File: src/rtl/uart_tx_arbiter.sv
// Round-robin arbiter sharing one UART transmitter among several byte sources.
// One byte per transaction: grant, strobe the write, then follow busy until the frame ends.
module uart_tx_arbiter #(
  parameter int NUM_REQUESTERS = 4,
  parameter int DATA_WIDTH     = 8,
  parameter int START_TIMEOUT  = 4
) (
  input  logic                                 clock_i,
  input  logic                                 reset_i,
  input  logic [NUM_REQUESTERS-1:0]            req_i,
  input  logic [NUM_REQUESTERS*DATA_WIDTH-1:0] data_i,
  output logic [NUM_REQUESTERS-1:0]            ack_o,
  output logic [NUM_REQUESTERS-1:0]            grant_o,
  output logic                                 tx_write_o,
  output logic [DATA_WIDTH-1:0]                tx_data_o,
  input  logic                                 tx_busy_i,
  output logic                                 active_o,
  output logic                                 timeout_o
);

  localparam int IDX_W = (NUM_REQUESTERS > 1) ? $clog2(NUM_REQUESTERS) : 1;
  localparam int CNT_W = $clog2(START_TIMEOUT + 1);
  localparam logic [CNT_W-1:0] CNT_LIMIT = CNT_W'(START_TIMEOUT);

  typedef enum logic [1:0] {IDLE, ISSUE, WAIT_START, WAIT_DONE} state_t;

  state_t                    state;
  logic [IDX_W-1:0]          last_grant;
  logic [CNT_W-1:0]          start_cnt;

  logic                      found;
  logic [IDX_W-1:0]          winner;
  logic [NUM_REQUESTERS-1:0] win_onehot;
  logic [DATA_WIDTH-1:0]     win_data;

  // Handshake: a requester holds req_i[k] and its byte stable until ack_o[k]
  // pulses; the arbiter only looks at req_i again once it is back in IDLE.
  // Two passes give ascending search from last_grant+1 with wrap-around:
  // first the indices above last_grant, then everything from 0.
  always_comb begin
    found      = 1'b0;
    winner     = last_grant;
    win_onehot = '0;
    win_data   = '0;
    for (int k = 0; k < NUM_REQUESTERS; k++) begin
      if (!found && req_i[k] && (k > int'(last_grant))) begin
        found         = 1'b1;
        winner        = IDX_W'(k);
        win_onehot[k] = 1'b1;
        win_data      = data_i[k*DATA_WIDTH +: DATA_WIDTH];
      end
    end
    for (int k = 0; k < NUM_REQUESTERS; k++) begin
      if (!found && req_i[k]) begin
        found         = 1'b1;
        winner        = IDX_W'(k);
        win_onehot[k] = 1'b1;
        win_data      = data_i[k*DATA_WIDTH +: DATA_WIDTH];
      end
    end
  end

  always_ff @(posedge clock_i) begin
    if (reset_i) begin
      state      <= IDLE;
      last_grant <= IDX_W'(NUM_REQUESTERS - 1);
      start_cnt  <= '0;
      ack_o      <= '0;
      grant_o    <= '0;
      tx_write_o <= 1'b0;
      tx_data_o  <= '0;
      active_o   <= 1'b0;
      timeout_o  <= 1'b0;
    end else begin
      ack_o      <= '0;
      tx_write_o <= 1'b0;
      timeout_o  <= 1'b0;
      case (state)
        IDLE: begin
          if (found && !tx_busy_i) begin
            state      <= ISSUE;
            tx_data_o  <= win_data;
            grant_o    <= win_onehot;
            ack_o      <= win_onehot;
            tx_write_o <= 1'b1;
            active_o   <= 1'b1;
            last_grant <= winner;
          end
        end
        ISSUE: begin
          state     <= WAIT_START;
          start_cnt <= '0;
        end
        WAIT_START: begin
          if (tx_busy_i) begin
            state <= WAIT_DONE;
          end else begin
            if (start_cnt != CNT_LIMIT) start_cnt <= start_cnt + CNT_W'(1);
            // The byte is dropped on timeout; the requester already got its ack.
            if (start_cnt >= CNT_LIMIT - CNT_W'(1)) begin
              timeout_o <= 1'b1;
              grant_o   <= '0;
              active_o  <= 1'b0;
              state     <= IDLE;
            end
          end
        end
        WAIT_DONE: begin
          if (!tx_busy_i) begin
            grant_o  <= '0;
            active_o <= 1'b0;
            state    <= IDLE;
          end
        end
        default: state <= IDLE;
      endcase
    end
  end

endmodule

File: config.mk
export PLATFORM = sky130hd
export DESIGN_NAME = uart_tx_arbiter
export DESIGN_NICKNAME = d
export VERILOG_FILES = /design/src/rtl/uart_tx_arbiter.sv
export SDC_FILE = /design/constraint.sdc
export NUM_CORES = 1
export LEC_CHECK = 0
export ABC_AREA = 0
export CAP_MARGIN = 25
export CORE_MARGIN = 2
export CORE_UTILIZATION = 33
export CTS_BUF_LIST = sky130_fd_sc_hd__clkbuf_16
export DETAILED_ROUTE_END_ITERATION = 8
export SYNTH_ARGS = -nofsm -noshare
export SYNTH_HDL_FRONTEND = slang
export SYNTH_SLANG_ARGS = --single-unit
File: constraint.sdc
create_clock -name clock_i -period 2.05 [get_ports clock_i]
set_input_delay 0.615 -clock clock_i [delete_from_list [all_inputs] [get_ports clock_i]]
set_output_delay 0.615 -clock clock_i [all_outputs]
set_load 0.005 [all_outputs]
==> flow_metrics.py <==
metrics = {
    "worst_setup_path": {
        "crit_path_end_kind": "register",
        "cp_data_required_time_ns": 2.20,
        "worst_setup_path_start_kind": "input pin",
        "arrival_ns": 2.07,
        "critPathKind": "input pin to register",
        "cp_max_fo": 9,
    },
    "clock_tree": {
        "cts_tree": "built",
        "h-tree-depth": 1,
        "cts_num_sinks": 26,
        "ctsRootBufferMaster": "clkbuf_16",
        "cts_buffers": 3,
        "clkSlewWorstSetupHoldPaths_ns": 0.07,
        "hold_buffers": 0,
        "clock_latency_ns": 0.26,
        "post-cts-setup-buffers": 0,
        "clk_path_buf_depth": 2,
    },
    "pwr": {
        "power.density_nw_per_um2": 592,
        "total_power_uw": 1500,
        "ir_drop_v": 0.000422,
        "p_leak_uw": 0.000998,
    },
    "final_layout": {
        "mostFrequentLayoutCells": "52 x clkdlybuf4s50_1, 28 x buf_4, 26 x dfxtp_1",
        "fillers": 434,
        "drive_gt1_share_pct": 18.3,
        "layout_commonest_cell": "clkdlybuf4s50_1",
        "area_growth_pct": 60.5,
        "final_nets": 311,
        "antennaDiodeCount": 0,
    },
    "sta": {
        "final_max_slew_viol_count": 0,
        "hold_viol_final": 0,
        "hold_slack_ns": 0.451,
        "max_slew_margin_pct": 77.2,
        "post-route-period-util_pct": 93.8,
        "setup_violations": 0,
        "fin_skew_ns": 0.00134,
        "fin_crit_ns": 1.92,
        "worstMarginPinSlew_ns": 0.340,
        "rsz0062_at_grt": "no",
        "fmax_ghz": 0.520,
    },
    "detailed_routing": {
        "ant_nets": 0,
        "vias_per_cell": 5.41,
        "initialDrtViolationCount": 77,
        "wl_per_cell_um": 15.3,
        "routed_wl_mm": 4.92,
        "firstDrtPassIters": 6,
        "drc": 0,
        "num_vias": 1743,
    },
    "min_path": {
        "hp-class": "register to register",
    },
    "run": {
        "drv_cap": 0,
    },
    "floorplanning": {
        "fp.dieArea_um2": 5350,
        "coreArea_um2": 4660,
        "rows": 25,
        "die_width_um": 73.2,
        "start_util_pct": 33.9,
        "boundaryPins": 58,
        "die_h_um": 73.2,
    },
    "placement": {
        "io_buffer_count": 57,
        "place_hpwl_mm": 3.67,
        "place_congestion": 0.834,
    },
    "logic_synthesis": {
        "syn_nets": 231,
        "synth_warnings": 0,
        "synth_cell_types": 39,
        "syn_area_um2": 1580,
        "ys_seq_area_share_pct": 33.0,
        "ys_seq_elements": 26,
        "syn_avg_cell_area_um2": 8.35,
        "netlist_instances": 189,
    },
    "global_route": {
        "grt_util_all_layers_pct": 19.8,
        "grt_overflow": 0,
        "grt_max_degree": 15,
        "grt_pass1_vias": 1714,
        "grt_pass1_wl_mm": 8.26,
        "antenna_found_initial": 0,
    },
    "run_status": {
        "status": "completed",
    },
}
## power breakdown
group / switching [uW] / leakage (uW) / internal (uW)
registers: 35.7 / 0.000213 / 544
clock network: 185 / 0.0000385 / 262
logic: 203 / 0.000747 / 272
total: 424 / 0.000998 / 1080
## cell type report
class	count	area [um2]	share of cell area, %
clock buffers	3	75.1	2.96
clock inverters	1	3.75	0.148
multi-input cells	141	980	38.7
flip-flops and latches	26	520	20.5
well taps	54	67.6	2.67
repair buffers	90	861	34.0
inverters	7	26.3	1.04
## flip-flops by register name, summed over array words and instances, names as in the netlist
signal	flops
tx_write_o	1
active_o	1
timeout_o	1
ack_o	4
last_grant	2
start_cnt	3
tx_data_o	8
grant_o	4
state	2
## per-layer routing
metal  track usage, %  part of all wire [%]
met1             26.8                    43
met2             33.4                    49
met3             3.45                   7.1
met4             3.09                  0.37
met5                0                     0
## worst max-delay path, stage by stage
cell	delay [ns]
dlygate4sd2_1	0.38
nor2b_1	0.10
o211a_2	0.34
a221o_1	0.37
a22oi_1	0.17
o21ai_1	0.08
## kinds of logic (layout without fill, tap and decap cells)
| logic type | Yosys count | in the layout | share of synthesized area (%) |
|---|---|---|---|
| compound gates | 78 | 78 | 36.5 |
| simple gates | 60 | 60 | 21.5 |
| flops | 26 | 26 | 33.0 |
| buf+inv | 22 | 101 | 6.66 |
| fa+ha+maj | 3 | 3 | 2.38 |
## path summary, 6_finish.rpt
| path | start | slack [ns] | end | cells past startpoint |
|---|---|---|---|---|
| max | req_i[3] | 0.13 | tx_data_o[4]$_SDFFE_PP0P_ | 6 |
| min | grant_o[0]$_SDFFE_PP0P_ | 0.45 | grant_o[0]$_SDFFE_PP0P_ | 1 |
| max reg2reg | start_cnt[0]$_SDFFE_PP0P_ | 0.28 | grant_o[1]$_SDFFE_PP0P_ | 8 |
| min reg2reg | grant_o[0]$_SDFFE_PP0P_ | 0.45 | grant_o[0]$_SDFFE_PP0P_ | 1 |
## synth_stat cells (all sizes together)
cell / number / area [um2]
a2111oi: 1 / 27.5
a211oi: 8 / 60.1
a21o: 5 / 37.5
a21oi: 15 / 75.1
a221o: 7 / 70.1
a221oi: 1 / 15.0
a222oi: 1 / 10.0
a22oi: 7 / 52.6
a311oi: 1 / 8.76
a31o: 1 / 8.76
and2: 2 / 12.5
and3: 3 / 18.8
buf: 11 / 63.8
clkbuf: 4 / 15.0
dfxtp: 26 / 521
ha: 3 / 37.5
inv: 7 / 26.3
nand2: 13 / 51.3
nand2b: 5 / 31.3
nand3: 13 / 65.1
nor2: 9 / 33.8
nor2b: 4 / 25.0
nor3: 5 / 25.0
nor4: 3 / 40.0
nor4b: 2 / 30.0
o211a: 1 / 10.0
o211ai: 7 / 52.6
o21a: 9 / 67.6
o21ai: 10 / 50.1
o21bai: 2 / 15.0
o22a: 1 / 8.76
o31ai: 1 / 7.51
or3: 1 / 6.26
## what timing repair did
action	CTS	global route
pin swaps	1	2
gates cloned	0	1
gates resized for setup	7	7
setup endpoints to repair	15	14
hold endpoints to repair	0	0
## through the flow
| stage | util [%] | instance area (um2) | setup TNS [ns] | setup WS (ns) | instances |
|---|---|---|---|---|---|
| final | 54.4 | 2530 | 0 | 0.128 | 322 |
| after global routing | 54.4 | 2530 | 0 | 0.0432 | 322 |
| after CTS | 53.7 | 2500 | 0 | 0.00428 | 321 |
| after detailed placement | 51.8 | 2420 | -6.75 | -0.473 | 317 |
| after global placement | 51.8 | 2420 | -6.31 | -0.452 | 317 |
| after floorplan | - | 1580 | 0 | 0.168 | 189 |
No activity file was read; power rests on OpenSTA's default activity.
